===== src/rtl/clear_line_sequencer_if.sv =====
// Handshake and row-memory bus between the game FSM, the board memory and the
// line-clear sequencer.
interface clear_line_sequencer_if #(
  parameter int unsigned ROWS  = 20,
  parameter int unsigned ROW_W = 30,
  parameter int unsigned AW    = 5,
  parameter int unsigned CNT_W = 5
);
  logic             start;
  logic [ROWS-1:0]  full_flags;
  logic             busy;
  logic             done;
  logic [CNT_W-1:0] lines_cleared;
  logic             rd_en;
  logic [AW-1:0]    rd_addr;
  logic [ROW_W-1:0] rd_data;
  logic             wr_en;
  logic [AW-1:0]    wr_addr;
  logic [ROW_W-1:0] wr_data;

  modport master (
    input  start, full_flags, rd_data,
    output busy, done, lines_cleared, rd_en, rd_addr, wr_en, wr_addr, wr_data
  );

  modport slave (
    output start, full_flags, rd_data,
    input  busy, done, lines_cleared, rd_en, rd_addr, wr_en, wr_addr, wr_data
  );
endinterface


===== src/rtl/clear_line_sequencer.sv =====
// Compacts the board row memory in place after a line clear: surviving rows
// slide down over full rows, vacated top rows are zero-filled.
module clear_line_sequencer #(
  parameter int unsigned ROWS  = 20,
  parameter int unsigned ROW_W = 30,
  parameter int unsigned AW    = 5,
  parameter int unsigned CNT_W = 5
) (
  input  logic                   clk,
  input  logic                   rst_n,
  clear_line_sequencer_if.master seq
);

  typedef enum logic [2:0] {
    S_IDLE,
    S_SCAN,
    S_WRITE,
    S_FILL,
    S_DONE
  } state_e;

  localparam logic [AW-1:0] BOTTOM = AW'(ROWS - 1);

  state_e           state_q, state_d;
  logic [ROWS-1:0]  mask_q, mask_d;
  logic [AW-1:0]    src_q, src_d;
  logic [AW-1:0]    dst_q, dst_d;
  logic             src_ex_q, src_ex_d;
  logic [CNT_W-1:0] lines_q, lines_d;
  logic [CNT_W-1:0] pop_c;

  logic             rd_en_c;
  logic             wr_en_c;
  logic [ROW_W-1:0] wr_data_c;

  // Saturating decrement: pointers stop at row 0.
  function automatic logic [AW-1:0] dec(input logic [AW-1:0] v);
    return (v == '0) ? v : v - AW'(1);
  endfunction

  always_comb begin
    pop_c = '0;
    for (int unsigned i = 0; i < ROWS; i++) begin
      pop_c = pop_c + CNT_W'(seq.full_flags[i]);
    end
  end

  always_ff @(posedge clk or negedge rst_n) begin
    if (!rst_n) begin
      state_q  <= S_IDLE;
      mask_q   <= '0;
      src_q    <= '0;
      dst_q    <= '0;
      src_ex_q <= 1'b0;
      lines_q  <= '0;
    end else begin
      state_q  <= state_d;
      mask_q   <= mask_d;
      src_q    <= src_d;
      dst_q    <= dst_d;
      src_ex_q <= src_ex_d;
      lines_q  <= lines_d;
    end
  end

  always_comb begin
    state_d   = state_q;
    mask_d    = mask_q;
    src_d     = src_q;
    dst_d     = dst_q;
    src_ex_d  = src_ex_q;
    lines_d   = lines_q;
    rd_en_c   = 1'b0;
    wr_en_c   = 1'b0;
    wr_data_c = '0;

    unique case (state_q)
      S_IDLE: begin
        if (seq.start) begin
          mask_d   = seq.full_flags;
          src_d    = BOTTOM;
          dst_d    = BOTTOM;
          src_ex_d = 1'b0;
          lines_d  = pop_c;
          state_d  = (seq.full_flags == '0) ? S_DONE : S_SCAN;
        end
      end

      S_SCAN: begin
        if (src_ex_q) begin
          state_d = S_FILL;
        end else if (mask_q[src_q]) begin
          src_d = dec(src_q);
          if (src_q == '0) begin
            src_ex_d = 1'b1;
            state_d  = S_FILL;
          end
        end else if (src_q == dst_q) begin
          src_d = dec(src_q);
          dst_d = dec(dst_q);
          if (src_q == '0) begin
            state_d = S_DONE;
          end
        end else begin
          rd_en_c = 1'b1;
          state_d = S_WRITE;
        end
      end

      // Read data from the previous SCAN cycle lands on the destination row.
      S_WRITE: begin
        wr_en_c   = 1'b1;
        wr_data_c = seq.rd_data;
        src_d     = dec(src_q);
        dst_d     = dec(dst_q);
        if (src_q == '0) begin
          src_ex_d = 1'b1;
          state_d  = S_FILL;
        end else begin
          state_d = S_SCAN;
        end
      end

      S_FILL: begin
        wr_en_c = 1'b1;
        dst_d   = dec(dst_q);
        if (dst_q == '0) begin
          state_d = S_DONE;
        end
      end

      S_DONE: begin
        state_d = S_IDLE;
      end

      default: begin
        state_d = S_IDLE;
      end
    endcase
  end

  assign seq.busy          = (state_q != S_IDLE);
  assign seq.done          = (state_q == S_DONE);
  assign seq.lines_cleared = lines_q;
  assign seq.rd_en         = rd_en_c;
  assign seq.rd_addr       = rd_en_c ? src_q : '0;
  assign seq.wr_en         = wr_en_c;
  assign seq.wr_addr       = wr_en_c ? dst_q : '0;
  assign seq.wr_data       = wr_data_c;

endmodule


===== src/flat_wrapper.sv =====
// flat-port wrapper written by rule: the top's interface ports become plain ports
module clear_line_sequencer_flat 
#(
  parameter int unsigned ROWS  = 20,
  parameter int unsigned ROW_W = 30,
  parameter int unsigned AW    = 5,
  parameter int unsigned CNT_W = 5
)
  (clk, rst_n, seq_start, seq_full_flags, seq_rd_data, seq_busy, seq_done, seq_lines_cleared, seq_rd_en, seq_rd_addr, seq_wr_en, seq_wr_addr, seq_wr_data);
  clear_line_sequencer_if #(.ROWS(ROWS), .ROW_W(ROW_W), .AW(AW), .CNT_W(CNT_W)) seq_i ();
  input  logic clk;
  input  logic rst_n;
  input wire logic [$bits(seq_i.start)-1:0] seq_start;
  input wire logic [$bits(seq_i.full_flags)-1:0] seq_full_flags;
  input wire logic [$bits(seq_i.rd_data)-1:0] seq_rd_data;
  output wire logic [$bits(seq_i.busy)-1:0] seq_busy;
  output wire logic [$bits(seq_i.done)-1:0] seq_done;
  output wire logic [$bits(seq_i.lines_cleared)-1:0] seq_lines_cleared;
  output wire logic [$bits(seq_i.rd_en)-1:0] seq_rd_en;
  output wire logic [$bits(seq_i.rd_addr)-1:0] seq_rd_addr;
  output wire logic [$bits(seq_i.wr_en)-1:0] seq_wr_en;
  output wire logic [$bits(seq_i.wr_addr)-1:0] seq_wr_addr;
  output wire logic [$bits(seq_i.wr_data)-1:0] seq_wr_data;
  assign seq_i.start = seq_start;
  assign seq_i.full_flags = seq_full_flags;
  assign seq_i.rd_data = seq_rd_data;
  assign seq_busy = seq_i.busy;
  assign seq_done = seq_i.done;
  assign seq_lines_cleared = seq_i.lines_cleared;
  assign seq_rd_en = seq_i.rd_en;
  assign seq_rd_addr = seq_i.rd_addr;
  assign seq_wr_en = seq_i.wr_en;
  assign seq_wr_addr = seq_i.wr_addr;
  assign seq_wr_data = seq_i.wr_data;
  clear_line_sequencer #(.ROWS(ROWS), .ROW_W(ROW_W), .AW(AW), .CNT_W(CNT_W)) u_core (.clk(clk), .rst_n(rst_n), .seq(seq_i));
endmodule

===== config.mk =====
export PLATFORM = sky130hd
export DESIGN_NAME = clear_line_sequencer_flat
export DESIGN_NICKNAME = d
export VERILOG_FILES = /design/src/rtl/clear_line_sequencer_if.sv /design/src/rtl/clear_line_sequencer.sv /design/src/flat_wrapper.sv
export SDC_FILE = /design/constraint.sdc
export NUM_CORES = 1
export LEC_CHECK = 0
export CAP_MARGIN = 10
export CORE_MARGIN = 2
export CORE_UTILIZATION = 42
export DETAILED_ROUTE_END_ITERATION = 7
export PLACE_DENSITY = 0.78
export SLEW_MARGIN = 40
export SYNTH_ARGS = -nofsm -noshare
export SYNTH_HDL_FRONTEND = slang
export SYNTH_SLANG_ARGS = --single-unit

===== constraint.sdc =====
create_clock -name clk -period 2.9 [get_ports clk]
set_clock_uncertainty 0.2 [all_clocks]
set_input_delay 0.87 -clock clk [delete_from_list [all_inputs] [get_ports clk]]
set_output_delay 0.87 -clock clk [all_outputs]
set_load 0.03 [all_outputs]

Word level (Yosys, flattened, before mapping)
Cells that the tools add are included.
Widths: inputs -> output; s select.
{ "totals": {"register_bits": 39, "in_bits": 53, "out_inout_bits": 49, "word_cells": 92} }
{ "classes": {"add_sub_neg": 21, "order_cmp": 1, "n_eq_ne": 14, "muxes": 37, "reduce_logical": 13} }
{ "op_table": {"columns": ["operator", "count"], "rows": [
  ["$add 5x1->5", 18],
  ["$mux 5", 11],
  ["$mux 30", 1],
  ["$pmux 5 s3", 2],
  ["$mux 3", 8],
  ["$logic_not 20->1", 1],
  ["$pmux 3 s4", 1],
  ["$mux 1", 11],
  ["$logic_not 5->1", 2],
  ["$sub 5x1->5 const B", 2],
  ["$reduce_bool 3->1", 3],
  ["$reduce_and 4->1", 2],
  ["$eq 3x2->1 const B", 2],
  ["$lt 5x6->1 const B", 1],
  ["$ne 2x1->1 const B", 3],
  ["$ne 2x2->1 const B", 3],
  ["$bmux 1 s5", 1],
  ["$eq 5x5->1", 1],
  ["$reduce_and 5->1", 1],
  ["$ne 4x2->1 const B", 1],
  ["$ne 4x3->1 const B", 1],
  ["$eq 3x1->1 const B", 1],
  ["$eq 3x3->1 const B", 1],
  ["$logic_not 3->1", 1],
  ["7 further kinds", 7]
]} }

Logic depth before layout (Yosys ltp)
Gate-level depths: netlist (run 1).
{ "logic_depth": {"depth_word": 19, "depth_mapped": 18, "mapped_depth_nobuf": 18} }

Worst setup path before layout (run 1)
OpenSTA, ideal clock, no wires.
{ "synth_path": {"path_kind": "input-to-reg", "startpoint": "input port seq_full_flags[0]", "endpoint": "register u_core.lines_q[4], in the netlist u_core.seq.lines_cleared[4]", "setup_time_ns": 0.121, "arrival_ns": 4.717, "required_ns": 2.579, "setup_slack_ns": -2.138, "cell_stages": 18, "path_buffers": 0, "path_cell_list": "inv_1 ha_1 inv_1 fa_1 inv_1 fa_1 fa_1 inv_1 fa_1 fa_1 inv_1 fa_1 inv_1 fa_1 nor2b_1 o21ai_0 nand2_1 o22a_1"} }
{ "synth_via": {"elab_chain_len": 19} }
{ "synth_rtl": {"columns": ["element", "line", "rtl"], "rows": [
  ["start, declared", "flat_wrapper.sv:14", "input wire logic [$bits(seq_i.full_flags)-1:0] seq_full_flags;"],
  ["$add 1x1->2", "clear_line_sequencer.sv:44", "pop_c = pop_c + CNT_W'(seq.full_flags[i]);"],
  ["$add 5x1->5 (18 in series)", "clear_line_sequencer.sv:44", null],
  ["end signal, assigned", "clear_line_sequencer.sv:62", "lines_q <= lines_d;"],
  ["end, declared", "clear_line_sequencer.sv:29", "logic [CNT_W-1:0] lines_q, lines_d;"]
]} }
No other way between the ends.
A chain may end at the register's enable or synchronous reset.

Worst setup path in the final report (run 1)
{ "layout_path": {"startpoint": "input port seq_full_flags[1]", "endpoint": "register u_core.lines_q[4], in the netlist u_core.seq.lines_cleared[4]"} }
The elaborated chain is that of the path after synthesis.

==> metrics.yaml, run 1 <==
setup_ws_ps: -1930
final_antenna_net_count: 0
worst-setup-path-type: "in2reg"
grt_use_total_pct: 24.2
synth-seq-cells: 39
place_inst: 583
hold_path.class: "reg2reg"
yosysTopAreaCellShare_pct: 32.2
final_area_sq_mm: 0.00462
ir_drop_v: 0.000531
worst_slew_pin_slew_ps: 635
endpoint_kind: "flop"
r2r-end: "u_core.src_q[3]$_DFFE_PN0P_"
via_per_inst: 5.13
synth_edf_count: 0
clock_path_buffers: 2
gp_congestion: 0.929
violations: "negative setup slack"
hold_end: "u_core.seq.lines_cleared[0]$_DFFE_PN0P_"
rsz0062_at_grt: "true"
reg2reg_slack_ps: 160
cpMaxStageDelayCell: "fa_1"
cp_common_cell: "fa_1"
worstPathMaxFanout: 2
first_global_vias: 3088
pre_cts_ws_ps: -2920
period_share_pct: 167
ys_seq_area_share_pct: 32.2
synth_area_sq_mm: 0.00303
cp.arrival_ps: 4820
p_int_mw: 2.54
period_needed_ps: 4830
clkLatencyLatePin_ps: 300
hp-start: "u_core.seq.lines_cleared[0]$_DFFE_PN0P_"
synth_top_area_cell: "dfrtp_1"
diodes: 0
grt_pass1_wl_um: 14500
synthFlopType: "dfrtp_1"
place_area_sq_mm: 0.00442
worstPathRequired_ps: 2890
nNetsFinal: 575
pwr-share-clk_pct: 8.0
final_util_pct: 66.9
finalHoldViolCount: 0
slew_viol_final: 0
crit_family: "adder cells"
fp.dieH_um: 88.9
synth_area_leaders: "dfrtp_1 32%, fa_1 8.6%, and2_1 8.3%"
synth_cell_type_count: 54
htreeDepth: 2
pwr-share-comb_pct: 71.0
cts_tree: "yes"
avgSynthCellArea_sq_um: 8.51
rr_worst_depth: 10
fillerInstances: 571
synthCells: 356
layout-drive-gt1-share_pct: 29.5
cts_made_buffers: 5
syn_to_final_growth_pct: 52.5
drt_wl_total_um: 9300
rows: 30
path_cells: "buf_12 -> inv_12 -> ha_4 -> inv_2 -> fa_1 -> inv_1 -> fa_1 -> fa_1 -> inv_1 -> fa_1 -> fa_1 -> inv_2 -> fa_2 -> inv_2 -> fa_2 -> nor2b_1 -> o21ai_1 -> nand2_1 -> o22a_1"
grt-ovfl-total: 0
fmax_ghz: 0.207
setup_viol: 11
clock-root-buffer: "clkbuf_8"
portBuffers: 101
dp_hpwl_um: 7500
drc: 0
ys_async_sr_fraction_pct: 100
instances_no_fill: 594
crit_buf_inv: 7
firstDrtPassIters: 4
relSlewSlack_pct: 57.7
reg2reg_from: "u_core.src_q[0]$_DFFE_PN0P_"
num_io_pins: 102
p_leak_nw: 2.25
p_total_mw: 4.74
cts.sinks: 39
post_drt_wl_per_cell_um: 15.7
cp-startpoint: "seq_full_flags[1]"
hold_path_depth: 2
whs_ps: 280
dr.first_iter.drc_count: 140
switching_share_pct: 46.5
clk_pin_slew_worst_paths_ps: 80
outcome: "complete, but fails checks"
cts-hold-fix-buffers: 0
p_switching_mw: 2.21
multiInputGateArea_sq_mm: 0.00189
power_density_mw_per_mm2: 1030
max_stage_delay_ps: 510
yosysMostFrequentCell: "nand2_1"
synth_common_cells: "56 x nand2_1, 40 x and2_1, 39 x dfrtp_1"
dieArea_sq_mm: 0.00791
grt_max_degree: 44
core_area_sq_mm: 0.00691
dr_total_vias: 3045
maxCapViolCount: 0
die_w_um: 88.9
pwr-share-seq_pct: 20.9
yosysWarnings: 0
regArea_sq_um: 977
synth_nets: 434
cp-start-kind: "input port"
fin_tns_setup_ps: -14140
grt_antenna_before_repair: 0
initial_core_util_pct: 43.9
## power groups by stage
stage	registers [mW]	logic, mW	clock network [mW]
CTS	0.991	3.33	0.390
global placement	0.985	3.10	0
floorplan	0.958	2.06	0
global route	1.03	3.68	0.416
detailed placement	0.999	3.21	0
finish	0.993	3.37	0.382
## worst max path at each step
stage	endpoint	slack [ps]	depth (start not counted)
final	u_core.seq.lines_cleared[4]$_DFFE_PN0P_	-1930	19
after global routing	u_core.seq.lines_cleared[4]$_DFFE_PN0P_	-2060	19
after CTS	u_core.seq.lines_cleared[4]$_DFFE_PN0P_	-1940	19
after detailed placement	u_core.seq.lines_cleared[4]$_DFFE_PN0P_	-2920	19
after global placement	u_core.seq.lines_cleared[4]$_DFFE_PN0P_	-2790	19
after floorplan	u_core.seq.lines_cleared[4]$_DFFE_PN0P_	-2070	18
## registers in the layout, summed over array words and instances, names as in the netlist
| register | flops |
|---|---|
| u_core.state_q | 3 |
| u_core.dst_q | 5 |
| u_core.mask_q | 20 |
| u_core.seq.lines_cleared | 5 |
| u_core.src_q | 5 |
| u_core.src_ex_q | 1 |
## placed cells by master (no fill, tap or decap), drive strengths merged, types with 3 or more instances in the layout
master | netlist | final
mux2 | 6 | 6
clkdlybuf4s50 | 0 | 46
buf | 1 | 99
or3 | 3 | 3
and3 | 3 | 3
o211ai | 3 | 3
nor3 | 6 | 6
nor2 | 17 | 17
nand3 | 5 | 5
clkdlybuf4s15 | 0 | 3
a21oi | 10 | 10
clkbuf | 21 | 5
xnor2 | 5 | 5
mux4 | 3 | 3
dfrtp | 39 | 39
and2 | 40 | 40
inv | 37 | 37
dlygate4sd2 | 0 | 6
ha | 12 | 12
o21ai | 25 | 25
nand2 | 56 | 56
mux2i | 3 | 3
a22oi | 3 | 3
fa | 13 | 13
nor4 | 6 | 6
nor2b | 5 | 5
## worst reg2reg max path: stages (launching register included)
cell,delay [ps]
dfrtp_2,520
buf_6,160
inv_1,40
ha_1,200
nor4b_1,140
buf_4,140
a211oi_2,250
o21ai_1,100
or4_1,440
or3_1,330
a21oi_1,150
## final cells by class
type,instances,area share (%)
clock buffer,5,1.49
clock inverter,3,0.433
inverter,37,3.38
multi-input combinational,258,40.9
sequential,39,21.1
tap,96,2.60
timing repair buffer,156,30.0
## repair_timing
item                       CTS  global route
buffers inserted             2             1
gates resized for setup     47             9
setup endpoints to repair   13            22
pin swaps                   22             7
gates cloned                 0             0
## layer usage
metal	vias up	global-route usage [%]	share of wire [%]
li1	1469	-	-
met1	1437	26.2	38
met2	122	47.8	53
met3	17	3.79	6.3
met4	0	7.19	2.1
met5	-	0	0
## logic make-up (layout without fill, tap and decap cells)
kind of cell	after synthesis	in the layout	synth area share, %
fa+ha+maj	25	25	13.5
mux	12	12	5.70
flops	39	39	32.2
simple gates	154	154	25.9
xor+xnor	7	7	2.02
buf+inv	59	201	7.56
compound gates	60	60	13.1
No activity file was read; power rests on OpenSTA's default activity.
==> run 2, diff against run 1 <==
CORE_MARGIN = 5   (was 2)
==> run 2 against run 1 <==
Effect of this change:
- the flow still finishes with violations (negative setup slack)
- sequential power decreased by 2.7%
- final area increased by 1.5%
- combinational power about the same
- routed wire length decreased by 4.3%
- register-to-register slack improved by 30 ps
- utilization decreased by 1.2 points
- via count decreased by 0.30%
- non-clock buffer count increased by 7
==> metrics.yaml, run 2 (synthesized netlist as in run 1, its figures left out) <==
portBuffers: 101
clk_pin_slew_worst_paths_ps: 70
post_drt_wl_per_cell_um: 14.7
clock_path_buffers: 2
dp_hpwl_um: 7230
instances_no_fill: 604
core_area_sq_mm: 0.00714
final_antenna_net_count: 0
cts.sinks: 39
whs_ps: 279
maxCapViolCount: 0
largest_reg_flops: 20
layout_common_cells: "93 x buf_4, 54 x nand2_1, 48 x clkdlybuf4s50_1, 38 x dfrtp_1, 35 x and2_1"
cts-hold-fix-buffers: 0
finalHoldViolCount: 0
syn_to_final_growth_pct: 54.7
cp-startpoint: "seq_full_flags[1]"
outcome: "complete, but fails checks"
worst_slew_pin_slew_ps: 592
cp-endpoint: "u_core.seq.lines_cleared[4]$_DFFE_PN0P_"
endpoint_kind: "flop"
die_w_um: 94.9
dr_total_vias: 3036
multiInputGateArea_sq_mm: 0.00189
setup_ws_ps: -1940
worstPathRequired_ps: 2880
gp_congestion: 0.926
initial_core_util_pct: 42.5
via_per_inst: 5.03
fmax_ghz: 0.207
violations: "negative setup slack"
max_stage_delay_ps: 510
slew_viol_final: 0
num_io_pins: 102
p_leak_nw: 2.28
r2r-end: "u_core.src_q[3]$_DFFE_PN0P_"
path_depth: 19
rows: 31
crit_family: "adder cells"
place_inst: 591
cp-start-kind: "input port"
dr.first_iter.drc_count: 196
rr_worst_depth: 10
worstPathMaxFanout: 2
rsz0062_at_grt: "true"
crit_buf_inv: 7
reg2reg_from: "u_core.src_q[0]$_DFFE_PN0P_"
nNetsFinal: 582
grt_pass1_wl_um: 14500
reg2reg_slack_ps: 190
grt_antenna_before_repair: 0
clock-root-buffer: "clkbuf_8"
first_global_vias: 2985
firstDrtPassIters: 5
fp.dieH_um: 94.9
period_share_pct: 167
htreeDepth: 2
layout-drive-gt1-share_pct: 30.1
fin_tns_setup_ps: -13810
cp_common_cell: "fa_1"
clkLatencyLatePin_ps: 300
drt_wl_total_um: 8900
regMostFlops: "u_core.mask_q"
power_density_mw_per_mm2: 1030
fillerInstances: 602
cp.arrival_ps: 4820
hold_path.class: "reg2reg"
regArea_sq_um: 977
cts_tree: "yes"
dieArea_sq_mm: 0.00901
ir_drop_v: 0.000747
period_needed_ps: 4840
worst-setup-path-type: "in2reg"
grt_use_total_pct: 20.5
cpMaxStageDelayCell: "fa_1"
relSlewSlack_pct: 60.2
drc: 0
p_total_mw: 4.84
setup_viol: 11
mostFrequentLayoutCell: "buf_4"
grt_max_degree: 44
diodes: 0
path_cells: "buf_12 -> inv_12 -> ha_4 -> inv_2 -> fa_1 -> inv_1 -> fa_1 -> fa_1 -> inv_1 -> fa_1 -> fa_1 -> inv_1 -> fa_2 -> inv_2 -> fa_2 -> nor2b_1 -> o21ai_1 -> nand2_1 -> o22a_1"
grt-ovfl-total: 0
cts_made_buffers: 5
-- run 2: where the power goes --
part | internal [mW] | total (mW) | switching, mW
clock network | 0.279 | 0.477 | 0.199
registers | 0.782 | 0.966 | 0.184
logic | 1.61 | 3.40 | 1.79
total | 2.67 | 4.84 | 2.17
-- run 2: through the flow --
step / worst slack, ps / util [%] / area [sq um]
floorplan: -2070 / - / 3080
global placement: -2790 / 62.6 / 4470
detailed placement: -2860 / 62.6 / 4470
CTS: -1930 / 65.5 / 4670
global route: -2090 / 65.7 / 4690
finish: -1940 / 65.7 / 4690
-- run 2: how the worst min path moves through the flow --
stage                                       start                             to  cells after the start
floorplan           u_core.mask_q[19]$_DFFE_PN0P_  u_core.mask_q[19]$_DFFE_PN0P_                      2
global placement     u_core.mask_q[5]$_DFFE_PN0P_   u_core.mask_q[5]$_DFFE_PN0P_                      2
detailed placement  u_core.mask_q[13]$_DFFE_PN0P_  u_core.mask_q[13]$_DFFE_PN0P_                      2
CTS                 u_core.mask_q[13]$_DFFE_PN0P_  u_core.mask_q[13]$_DFFE_PN0P_                      2
global route         u_core.mask_q[3]$_DFFE_PN0P_   u_core.mask_q[3]$_DFFE_PN0P_                      2
finish              u_core.mask_q[13]$_DFFE_PN0P_  u_core.mask_q[13]$_DFFE_PN0P_                      2
-- run 2: per-layer routing --
layer  share of wire, %  track usage (%)  vias to the layer above
met5                  0                0                        -
met4                1.5             5.89                        0
met3                4.7             2.95                       16
met2                 52             33.8                       97
met1                 42             27.9                     1440
li1                   -                -                     1483
-- run 2: worst register-to-register path: stages, from the launching register on --
cell and delay, ps:
dfrtp_2 420, buf_4 160, inv_1 50, ha_1 190, nor4b_1 140, buf_4 140
a211oi_2 280, o21ai_1 120, or4_1 430, or3_1 320, a21oi_1 170
-- run 2: final cells by class --
cell class,instances,share of cell area [%]
timing repair buffer,163,30.4
sequential,39,20.8
clock buffer,6,1.76
inverter,37,3.34
tap,99,2.64
multi-input combinational,258,40.3
clock inverter,2,0.747
-- run 2: what timing repair did --
action,4_1_cts,5_1_grt
pin swaps,18,15
gates cloned,0,0
endpoints found under the setup margin,12,12
gates resized for setup,46,4
setup buffers,5,0
==> run 3, diff against run 2 <==
CORE_UTILIZATION = 25   (was 42)
PLACE_DENSITY = default   (was 0.78)
==> run 3 against run 2 <==
Effect of this change:
- the run still ends with negative setup slack left
- count of clock-buffer cells in the layout is 1 lower
- via count is 1.1% lower
- final cell count is 7.1% higher
- routed wire length is 5.6% higher
- power is 5.1% higher
- critical path depth stayed put
- worst hold slack worse by 94 ps
- clock power is 38% higher
- critical endpoint unchanged
- largest power group unchanged
==> metrics.yaml, run 3 (synthesized netlist as in run 1, its figures left out) <==
outcome: "complete, but fails checks"
violations: "negative setup slack"
dr_total_vias: 3002
finalHoldViolCount: 0
fillerInstances: 1200
core_area_sq_mm: 0.0120
rr_worst_depth: 11
mostFrequentLayoutCell: "buf_4"
cts-hold-fix-buffers: 0
pwr-share-clk_pct: 13.0
grt_use_total_pct: 13.0
cp.arrival_ps: 4820
fmax_ghz: 0.207
maxCapViolCount: 0
layout-drive-gt1-share_pct: 30.6
clk_pin_slew_worst_paths_ps: 70
dp_hpwl_um: 7620
relSlewSlack_pct: 66.1
setup_ws_ps: -1940
drc: 0
final_antenna_net_count: 0
largest_reg_flops: 20
post_drt_wl_per_cell_um: 14.5
rsz0062_at_grt: "true"
grt-ovfl-total: 0
nNetsFinal: 577
period_share_pct: 167
pwr-share-seq_pct: 19.2
portBuffers: 101
clock_path_buffers: 2
fp.dieH_um: 120
cts.sinks: 39
reg2reg_slack_ps: 90
cts_tree: "yes"
worst-setup-path-type: "in2reg"
power_density_mw_per_mm2: 1060
via_per_inst: 4.64
gp_congestion: 0.859
p_switching_mw: 2.25
place_area_sq_mm: 0.00448
slew_viol_final: 0
drt_wl_total_um: 9400
place_inst: 633
cp-startpoint: "seq_full_flags[1]"
hold_path.class: "in2async"
final_area_sq_mm: 0.00481
path_cells: "buf_12 -> inv_12 -> ha_4 -> inv_2 -> fa_1 -> inv_1 -> fa_1 -> fa_1 -> inv_1 -> fa_1 -> fa_1 -> inv_2 -> fa_2 -> inv_2 -> fa_2 -> nor2b_1 -> o21ai_1 -> nand2_1 -> o22a_1"
dieArea_sq_mm: 0.0144
cts_made_buffers: 5
ir_drop_v: 0.000602
period_needed_ps: 4840
clock-root-buffer: "clkbuf_16"
layout_common_cells: "86 x buf_4, 55 x nand2_1, 48 x clkdlybuf4s50_1, 37 x dfrtp_1, 34 x and2_1"
instances_no_fill: 647
regMostFlops: "u_core.mask_q"
reg2reg_from: "u_core.src_q[0]$_DFFE_PN0P_"
rows: 40
r2r-end: "u_core.src_q[3]$_DFFE_PN0P_"
cp-endpoint: "u_core.seq.lines_cleared[4]$_DFFE_PN0P_"
grt_antenna_before_repair: 0
firstDrtPassIters: 5
diodes: 0
htreeDepth: 2
worstPathMaxFanout: 2
max_stage_delay_ps: 520
grt_max_degree: 42
cp-start-kind: "input port"
dr.first_iter.drc_count: 90
endpoint_kind: "flop"
worstPathRequired_ps: 2880
p_leak_nw: 2.31
switching_share_pct: 44.2
setup_viol: 11
num_io_pins: 102
cp_common_cell: "fa_1"
grt_pass1_wl_um: 15100
initial_core_util_pct: 25.3
pwr-share-comb_pct: 67.8
p_total_mw: 5.09
p_int_mw: 2.84
syn_to_final_growth_pct: 58.7
die_w_um: 120
worst_slew_pin_slew_ps: 503
clkLatencyLatePin_ps: 290
first_global_vias: 3036
cpMaxStageDelayCell: "fa_1"
[run 3: cell count changes in the layout (fill, tap and decap cells not counted), moves of 2 or more]
cell / delta
nor2b_1: -2
buf_8: +2
clkbuf_16: +5
buf_4: -7
clkbuf_8: -6
[run 3: metrics by stage]
step	hold WS, ps	TNS, ps	setup slack (ps)	utilization, %
6_report	185	-14120	-1940	40.2
5_1_grt	185	-15610	-2120	40.2
4_1_cts	188	-14620	-2050	39.4
3_5_place_dp	262	-18120	-2900	37.4
3_3_place_gp	252	-17440	-2830	37.4
2_1_floorplan	238	-12680	-2070	-
[run 3: critical path, delay by kind of cell]
family          cells  cell delay (ps)
fa+ha+maj           8             3190
buf+inv             7              350
compound gates      2              270
simple gates        2              100
[run 3: cell type report]
| cell class | instances | area (sq um) | share of cell area, % |
|---|---|---|---|
| multi-input combinational | 258 | 1920 | 39.9 |
| clock buffer | 5 | 125 | 2.60 |
| clock inverter | 3 | 46.3 | 0.963 |
| inverter | 37 | 156 | 3.25 |
| tap | 147 | 184 | 3.83 |
| sequential | 39 | 978 | 20.3 |
| timing repair buffer | 158 | 1400 | 29.1 |
[run 3: timing repair]
action | 4_1_cts | 5_1_grt
pin swaps | 22 | 11
setup buffers | 0 | 5
gates resized for setup | 48 | 15
endpoints found under the setup margin | 42 | 41
cloned | 1 | 0
[run 3: power groups by stage]
stage,clock [mW],combinational (mW),sequential (mW)
after floorplan,0,2.06,0.958
after global placement,0,3.17,0.974
after detailed placement,0,3.23,0.986
after CTS,0.668,3.35,0.983
after global routing,0.697,3.79,1.01
final,0.659,3.45,0.979
[run 3: worst min path at each step]
stage	slack, ps	to
6_report	190	u_core.src_ex_q$_DFFE_PN0P_
5_1_grt	180	u_core.src_ex_q$_DFFE_PN0P_
4_1_cts	190	u_core.src_ex_q$_DFFE_PN0P_
3_5_place_dp	260	u_core.mask_q[3]$_DFFE_PN0P_
3_3_place_gp	250	u_core.mask_q[19]$_DFFE_PN0P_
2_1_floorplan	240	u_core.mask_q[19]$_DFFE_PN0P_
[run 3: metal layers]
| layer | global-route usage (%) | up-vias | part of all wire (%) |
|---|---|---|---|
| li1 | - | 1475 | - |
| met1 | 15.4 | 1384 | 42 |
| met2 | 23.1 | 130 | 48 |
| met3 | 4.15 | 13 | 8.8 |
| met4 | 2.43 | 0 | 1.2 |
| met5 | 0 | - | 0 |
